[config.mk]
export PLATFORM = sky130hd
export DESIGN_NAME = ram_copy_dma_flat
export DESIGN_NICKNAME = d
export VERILOG_FILES = /design/src/rtl/ram_dma_pkg.sv /design/src/rtl/ram_copy_dma_if.sv /design/src/rtl/dma_addr_gen.sv /design/src/rtl/ram_copy_dma.sv /design/src/flat_wrapper.sv
export SDC_FILE = /design/constraint.sdc
export NUM_CORES = 1
export LEC_CHECK = 0
export ABC_AREA = 0
export BUFFER_PORTS_ARGS = -buffer_cell sky130_fd_sc_hd__buf_2
export CORE_ASPECT_RATIO = 0.7
export CORE_MARGIN = 2
export CORE_UTILIZATION = 40
export CTS_CLUSTER_DIAMETER = 100
export DETAILED_ROUTE_END_ITERATION = 16
export PLACE_DENSITY = 0.6
export SLEW_MARGIN = 20
export SYNTH_ARGS = -nofsm -noshare
export SYNTH_HDL_FRONTEND = slang
export SYNTH_SLANG_ARGS = --single-unit
[constraint.sdc]
create_clock -name clk -period 4.65 [get_ports clk]
set_clock_uncertainty 0.1 [all_clocks]
set_input_delay 0.465 -clock clk [delete_from_list [all_inputs] [get_ports clk]]
set_output_delay 0.465 -clock clk [all_outputs]
set_load 0.01 [all_outputs]
[src/rtl/ram_dma_pkg.sv]
// Shared widths and controller state encoding for the RAM-to-RAM copy engine.
package ram_dma_pkg;
  localparam int ADDR_W = 12;
  localparam int DATA_W = 16;

  typedef enum logic [1:0] {
    S_IDLE  = 2'd0,
    S_READ  = 2'd1,
    S_WRITE = 2'd2,
    S_DONE  = 2'd3
  } state_e;
endpackage

[src/rtl/ram_copy_dma_if.sv]
// Request/status handshake plus the RAM4K-style memory port of the copy engine.
interface ram_copy_dma_if #(
  parameter int ADDR_W = 12,
  parameter int DATA_W = 16
);
  logic              start;
  logic [ADDR_W-1:0] src;
  logic [ADDR_W-1:0] dst;
  logic [ADDR_W:0]   len;
  logic              busy;
  logic              done;
  logic [ADDR_W-1:0] mem_address;
  logic [DATA_W-1:0] mem_in;
  logic              mem_load;
  logic [DATA_W-1:0] mem_out;

  // master is the copy engine; slave is the requester together with the RAM
  modport master (
    input  start, src, dst, len, mem_out,
    output busy, done, mem_address, mem_in, mem_load
  );
  modport slave (
    output start, src, dst, len, mem_out,
    input  busy, done, mem_address, mem_in, mem_load
  );
endinterface

[src/rtl/dma_addr_gen.sv]
// Word-offset counter with wrapping source/destination address adders.
module dma_addr_gen import ram_dma_pkg::*; #(
  parameter int ADDR_W = ram_dma_pkg::ADDR_W
) (
  input  logic              clk,
  input  logic              reset,
  input  logic              clr_i,
  input  logic              inc_i,
  input  logic [ADDR_W-1:0] src_i,
  input  logic [ADDR_W-1:0] dst_i,
  input  logic [ADDR_W:0]   len_i,
  output logic [ADDR_W-1:0] rd_addr_o,
  output logic [ADDR_W-1:0] wr_addr_o,
  output logic              last_o
);
  logic [ADDR_W:0]   count_q, count_d;
  logic [ADDR_W+1:0] count_nxt;

  always_comb begin
    count_d = count_q;
    if (clr_i)      count_d = '0;
    else if (inc_i) count_d = count_q + 1'b1;
  end

  always_ff @(posedge clk or posedge reset) begin
    if (reset) count_q <= '0;
    else       count_q <= count_d;
  end

  // One extra bit so count+1 cannot overflow when len is the full memory size
  assign count_nxt = {1'b0, count_q} + {{(ADDR_W+1){1'b0}}, 1'b1};
  assign last_o    = count_nxt >= {1'b0, len_i};
  assign rd_addr_o = src_i + count_q[ADDR_W-1:0];
  assign wr_addr_o = dst_i + count_q[ADDR_W-1:0];
endmodule

[src/rtl/ram_copy_dma.sv]
// Single-port RAM block copier: one READ then one WRITE cycle per word, ascending offsets.
module ram_copy_dma import ram_dma_pkg::*; #(
  parameter int ADDR_W = ram_dma_pkg::ADDR_W,
  parameter int DATA_W = ram_dma_pkg::DATA_W
) (
  input  logic           clk,
  input  logic           reset,
  ram_copy_dma_if.master bus
);
  state_e            state_q, state_d;
  logic [ADDR_W-1:0] src_q, dst_q;
  logic [ADDR_W:0]   len_q;
  logic [DATA_W-1:0] data_q;
  logic              accept, clr, inc, last;
  logic [ADDR_W-1:0] rd_addr, wr_addr;
  logic              busy, done, mem_load;
  logic [ADDR_W-1:0] mem_address;
  logic [DATA_W-1:0] mem_in;

  dma_addr_gen #(.ADDR_W(ADDR_W)) u_addr_gen (
    .clk       (clk),
    .reset     (reset),
    .clr_i     (clr),
    .inc_i     (inc),
    .src_i     (src_q),
    .dst_i     (dst_q),
    .len_i     (len_q),
    .rd_addr_o (rd_addr),
    .wr_addr_o (wr_addr),
    .last_o    (last)
  );

  assign accept = (state_q == S_IDLE) && bus.start;

  always_ff @(posedge clk or posedge reset) begin
    if (reset) begin
      state_q <= S_IDLE;
      src_q   <= '0;
      dst_q   <= '0;
      len_q   <= '0;
      data_q  <= '0;
    end else begin
      state_q <= state_d;
      if (accept) begin
        src_q <= bus.src;
        dst_q <= bus.dst;
        len_q <= bus.len;
      end
      if (state_q == S_READ) data_q <= bus.mem_out;
    end
  end

  // Memory port is driven purely from state so reset silences it immediately
  always_comb begin
    state_d     = state_q;
    busy        = 1'b0;
    done        = 1'b0;
    mem_load    = 1'b0;
    mem_address = '0;
    mem_in      = '0;
    clr         = 1'b0;
    inc         = 1'b0;
    case (state_q)
      S_IDLE: begin
        if (bus.start) begin
          clr     = 1'b1;
          state_d = (bus.len != '0) ? S_READ : S_DONE;
        end
      end
      S_READ: begin
        busy        = 1'b1;
        mem_address = rd_addr;
        state_d     = S_WRITE;
      end
      S_WRITE: begin
        busy        = 1'b1;
        mem_address = wr_addr;
        mem_in      = data_q;
        mem_load    = 1'b1;
        inc         = 1'b1;
        state_d     = last ? S_DONE : S_READ;
      end
      S_DONE: begin
        done    = 1'b1;
        state_d = S_IDLE;
      end
      default: state_d = S_IDLE;
    endcase
  end

  assign bus.busy        = busy;
  assign bus.done        = done;
  assign bus.mem_load    = mem_load;
  assign bus.mem_address = mem_address;
  assign bus.mem_in      = mem_in;
endmodule
[src/flat_wrapper.sv]
// flat-port wrapper written by rule: the top's interface ports become plain ports
module ram_copy_dma_flat import ram_dma_pkg::*;
#(
  parameter int ADDR_W = ram_dma_pkg::ADDR_W,
  parameter int DATA_W = ram_dma_pkg::DATA_W
)
  (clk, reset, bus_start, bus_src, bus_dst, bus_len, bus_mem_out, bus_busy, bus_done, bus_mem_address, bus_mem_in, bus_mem_load);
  ram_copy_dma_if #(.ADDR_W(ADDR_W), .DATA_W(DATA_W)) bus_i ();
  input  logic clk;
  input  logic reset;
  input wire logic [$bits(bus_i.start)-1:0] bus_start;
  input wire logic [$bits(bus_i.src)-1:0] bus_src;
  input wire logic [$bits(bus_i.dst)-1:0] bus_dst;
  input wire logic [$bits(bus_i.len)-1:0] bus_len;
  input wire logic [$bits(bus_i.mem_out)-1:0] bus_mem_out;
  output wire logic [$bits(bus_i.busy)-1:0] bus_busy;
  output wire logic [$bits(bus_i.done)-1:0] bus_done;
  output wire logic [$bits(bus_i.mem_address)-1:0] bus_mem_address;
  output wire logic [$bits(bus_i.mem_in)-1:0] bus_mem_in;
  output wire logic [$bits(bus_i.mem_load)-1:0] bus_mem_load;
  assign bus_i.start = bus_start;
  assign bus_i.src = bus_src;
  assign bus_i.dst = bus_dst;
  assign bus_i.len = bus_len;
  assign bus_i.mem_out = bus_mem_out;
  assign bus_busy = bus_i.busy;
  assign bus_done = bus_i.done;
  assign bus_mem_address = bus_i.mem_address;
  assign bus_mem_in = bus_i.mem_in;
  assign bus_mem_load = bus_i.mem_load;
  ram_copy_dma #(.ADDR_W(ADDR_W), .DATA_W(DATA_W)) u_core (.clk(clk), .reset(reset), .bus(bus_i));
endmodule
Word-level counts from Yosys, hierarchy flattened

Cells that the tools add are included.

Flip-flop bits (word level): 68
Input port bits: 56
Word-level logic and storage cells: 33

Add/subtract/negate cells: 4
Magnitude comparators: 1
Eq/ne operators: 4
Multiplexer cells: 13
Reduce and logical (&&, ||, !) cells: 5

Operators by type and width:

| cell                                          | number |
|---|---|
| two-way mux 13 bit                            | 2 |
| adder 12 bit                                  | 2 |
| case mux 12 bit (2 select lines)              | 1 |
| two-way mux 16 bit                            | 1 |
| adder 13 x 1 -> 14 bit, second input constant | 1 |
| greater-or-equal comparator 14 x 13 -> 1 bit  | 1 |
| adder 13 x 1 -> 13 bit, second input constant | 1 |
| nonzero test 13 bit                           | 1 |
| case mux 2 bit (4 select lines)               | 1 |
| two-way mux 2 bit                             | 3 |
| two-way mux 1 bit                             | 5 |
| == test 2 bit, second input constant          | 2 |
| == test 2 x 1 -> 1 bit, second input constant | 1 |
| logical NOT 2 bit                             | 1 |
| != test 2 bit, second input constant          | 1 |
| nonzero test 2 bit                            | 1 |
| OR reduction 2 bit                            | 1 |
| logical AND 1 bit                             | 1 |

Depth between registers and ports, before layout

Word-level depth: 4
Depth in mapped cells: 14

By module

From an unflattened synthesis, not the netlist that was laid out.

Cells, all modules: 434
Area, all modules: 4576.9 µm²

Modules (own cells, without submodules):

| module       | times used | cells each | area each (µm²) |
|---|---|---|---|
| ram_copy_dma | 1          | 180        | 2532.4 |
| dma_addr_gen | 1          | 254        | 2044.5 |

Worst setup path before layout

No wires, ideal clock.

Path kind: flip-flop to output port
From: register u_core.state_q[0]
To: output port bus_mem_address[8]
Arrival: 2930 ps
Setup slack: 1155 ps
Stages on the path, launching flop included: 14
Path buffers: 2
Path through: dfrtp_1 inv_1 ha_1 buf_6 clkbuf_1 mux2_2 ha_1 inv_1 fa_1 nor2b_1 o31a_1 o211ai_1 a21oi_1 nor3b_1

Word-level cells in the longest chain between the ends: 2

Ends and longest elaborated chain:

| what                                                           | RTL line           | source |
|---|---|---|
| from (decl)                                                    | ram_copy_dma.sv:10 | `state_e state_q, state_d;` |
| from (signal assigned)                                         | ram_copy_dma.sv:43 | `state_q <= state_d;` |
| == test 2 bit / == test 2 x 1 -> 1 bit (equally long branches) | ram_copy_dma.sv:63 | `case (state_q)` |
| case mux 12 bit (2 select lines) *                             | ram_copy_dma.sv:63 |  |
| to (decl)                                                      | flat_wrapper.sv:18 | `output wire logic [$bits(bus_i.mem_address)-1:0] bus_mem_address;` |

Every way passes the cells marked *; elsewhere a longest branch is shown, timed or not.

Worst setup path after layout

From: register u_core.state_q[0]
To: output port bus_mem_address[10]

The elaborated chain is that of the path after synthesis.

==> reports/metrics.csv <==
metric;value;unit
clock_sink_count;68;
routed_wire_length_per_instance;14.3;microns
antenna_cells;0;
comb_power_share;44.4;%
p_seq_share;32.4;%
setup_ws_pre_cts;1.04;ns
worst_slack;0.714;ns
critPathRequiredTime;4.09;ns
startpoint_type;register;
gp_congestion;0.787;
synth_enable_flop_cells;0;
post_placement_cell_count;585;
yosysUniqueCellTypes;46;
timing.final.crit_share;84.7;%
avg_vias_per_cell;4.97;
portBuffers;86;
worstReg2RegStart;u_core.u_addr_gen.count_q[0]$_DFFE_PP0P_;
grt_max_degree;39;
report.final.slew_viol_count;0;
clk_path_buf_depth;2;
detail_route.first_pass.iterations;5;
min-delay-path-class;primary input to asynchronous set/reset pin;
finalSetupViolCount;0;
htree_levels;3;
area_growth_syn_to_layout;20.8;%
post_synthesis_cells;383;
globalRouteTotalUtil;17.4;%
power.switching;0.00107;W
endpoint_kind;output port;
mappedNetlistNets;470;
worst_skew_pair.late_latency;0.33;ns
final_antenna_net_count;0;
fin_area;0.00486;sq mm
num_rows;30;
sequential_area_share_after_synthesis;42.3;%
grt_setup_unrepaired;no;
worstMarginPinSlew;0.874;ns
post_cts_resized;0;
fillerInstances;914;
cts_tree;done;
dpl_cell_area;0.00456;sq mm
synthesis.area_per_instance;10.5;sq um
worstPathArrival;3.37;ns
max-slew-margin-rel;41.7;%
first_pass_grt_wire_length;14400;microns
power.density;615;mW/mm^2
area.sequential;0.00170;sq mm
dieArea;0.0109;sq mm
multi_input_area;0.00215;sq mm
postSynth.topFlopCell;sky130_fd_sc_hd__dfrtp_1;
finalSetupTns;0;ns
grt_antenna_before_repair;0;
grt_pass1_vias;3077;
die-height;87.9;microns
maxClockFrequency;254;MHz
die_width;124;microns
detail_route.iter0.violations;102;
drive_above_1_share;34.9;%
worst_setup_hold_path_clk_slew;0.05;ns
power.ir.vdd_worst;0.278;mV
mappedNetlistArea;0.00402;sq mm
layoutNonFillerInstCount;601;
maxCapViolations;0;
hold_viol;0;
initial_utilization;41.4;%
synth_warnings;0;
critPathLaunch;u_core.state_q[0]$_DFFE_PP0P_;
final_net_count;555;
hpwlAfterDp;6370;microns
vias;2988;
routed_wirelength;8610;microns
cellInternalPower;0.00193;W
clockRootBuffer;sky130_fd_sc_hd__clkbuf_16;
power.share.switching;35.6;%
timing.final.crit_period;3.94;ns
cts.hold.buffers_added;0;
share_clk_of_total_power;23.2;%
critPathKind;register to output port;
post-cts-setup-buffer-count;0;
static-leakage-power;2.37;nW
async_reset_ff_share;100;%
top_level_pins;87;
ys_ff_latch;68;
worst-path-max-fanout;38;
status;finished, final reports clean;
overall_overflow_remaining_after_global_route;0;
placeableCoreArea;0.00972;sq mm
post-route-drc-count;0;
tritoncts.num_buffers;9;
## synth_stat cells, drive strengths merged, types with 6 or more instances
library cell / count / area share [%]
inv: 22 / 2.1
nor2: 33 / 3.1
clkbuf: 9 / 0.87
dfrtp: 68 / 42
a21oi: 12 / 1.5
mux2: 52 / 15
nand4: 6 / 1.3
and2: 19 / 3.0
nor3: 7 / 1.0
a211oi: 7 / 1.3
xor2: 18 / 3.9
o21ai: 21 / 2.7
nand2: 24 / 2.2
ha: 30 / 9.3
buf: 6 / 1.2
xnor2: 9 / 2.0
## final timing paths
| kind | end | slack [ns] | cells after the start |
|---|---|---|---|
| setup / recovery | bus_mem_address[10] | 0.71 | 11 |
| hold / removal | u_core.data_q[11]$_DFFE_PP0P_ | 0.15 | 2 |
| setup reg to reg | u_core.state_q[1]$_DFFE_PP0P_ | 1.71 | 12 |
| hold reg to reg | u_core.data_q[13]$_DFFE_PP0P_ | 0.40 | 1 |
| max in group asynchronous | u_core.len_q[11]$_DFFE_PP0P_ | 3.32 | 3 |
| min in group clk | u_core.len_q[6]$_DFFE_PP0P_ | 0.25 | 3 |
## per-layer routing
metal	routed length, microns	share of wire (%)	global-route usage, %	vias to the layer above
met1	4390	51	24.5	1409
met2	3700	43	26.1	74
li1	-	-	-	1497
met5	0	0	0	-
met4	75	0.87	4.44	0
met3	440	5.1	5.34	8
## kinds of logic (layout without fill, tap and decap cells)
| family | count (synthesis) | in the layout | share of synthesized area [%] |
|---|---|---|---|
| compound gates | 57 | 57 | 8.80 |
| buf+inv | 38 | 128 | 4.17 |
| flops | 68 | 68 | 42.3 |
| simple gates | 108 | 108 | 14.0 |
| mux | 54 | 54 | 15.1 |
| xor+xnor | 27 | 27 | 5.88 |
| fa+ha+maj | 31 | 31 | 9.83 |
## final cells by class
cell class / instances / area share (%)
repair buffers: 89 / 9.32
clock inverters: 4 / 0.978
well taps: 128 / 3.30
flip-flops and latches: 68 / 35.0
clock buffers: 12 / 5.28
multi-input cells: 277 / 44.3
inverters: 23 / 1.78
## worst max-delay path: stages, from the launching register on
cell and delay (ns):
sky130_fd_sc_hd__dfrtp_1 0.40, sky130_fd_sc_hd__inv_1 0.13, sky130_fd_sc_hd__ha_1 0.28, sky130_fd_sc_hd__buf_4 0.43, sky130_fd_sc_hd__mux2_2 0.39, sky130_fd_sc_hd__ha_1 0.23, sky130_fd_sc_hd__or3_1 0.37, sky130_fd_sc_hd__o211ai_1 0.29
sky130_fd_sc_hd__a21oi_1 0.14, sky130_fd_sc_hd__xnor2_1 0.13, sky130_fd_sc_hd__nor2_1 0.08, sky130_fd_sc_hd__buf_2 0.14
## stage by stage
step                utilization (%)  power [W]  hold slack [ns]
global placement               46.9    0.00228            0.381
global route                   50.0    0.00324            0.219
CTS                            50.0    0.00303            0.166
floorplan                         -    0.00194            0.372
finish                         50.0    0.00299            0.152
detailed placement             46.9    0.00231            0.388
## state kept, by name, indices dropped and copies added (netlist names)
register,flops
u_core.dst_q,12
u_core.src_q,12
u_core.state_q,2
u_core.u_addr_gen.count_q,13
u_core.data_q,16
u_core.len_q,13
## power groups by stage
stage	logic [W]	clock network [W]	registers [W]
floorplan	0.00101	0	0.000935
global placement	0.00131	0	0.000978
detailed placement	0.00133	0	0.000979
CTS	0.00135	0.000708	0.000970
global route	0.00150	0.000741	0.000999
finish	0.00133	0.000693	0.000969
## placed cells by master (no fill, tap or decap), types with 3 or more instances in the layout
master	netlist	final
sky130_fd_sc_hd__buf_4	0	3
sky130_fd_sc_hd__and2_1	19	18
sky130_fd_sc_hd__o21ai_0	20	20
sky130_fd_sc_hd__ha_1	30	30
sky130_fd_sc_hd__nor2b_1	4	4
sky130_fd_sc_hd__o21a_1	4	4
sky130_fd_sc_hd__or3_1	3	3
sky130_fd_sc_hd__clkbuf_16	0	9
sky130_fd_sc_hd__mux2_2	52	52
sky130_fd_sc_hd__xor2_1	18	18
sky130_fd_sc_hd__xnor2_1	9	9
sky130_fd_sc_hd__nand4_1	5	5
sky130_fd_sc_hd__dfrtp_1	68	68
sky130_fd_sc_hd__nor3_1	6	6
sky130_fd_sc_hd__nor2_1	33	33
sky130_fd_sc_hd__a21oi_1	12	12
sky130_fd_sc_hd__inv_1	22	21
sky130_fd_sc_hd__buf_2	1	86
sky130_fd_sc_hd__nand2_1	24	24
sky130_fd_sc_hd__a211oi_1	7	7
sky130_fd_sc_hd__nand3_1	3	3
No activity file was read; power rests on OpenSTA's default activity.
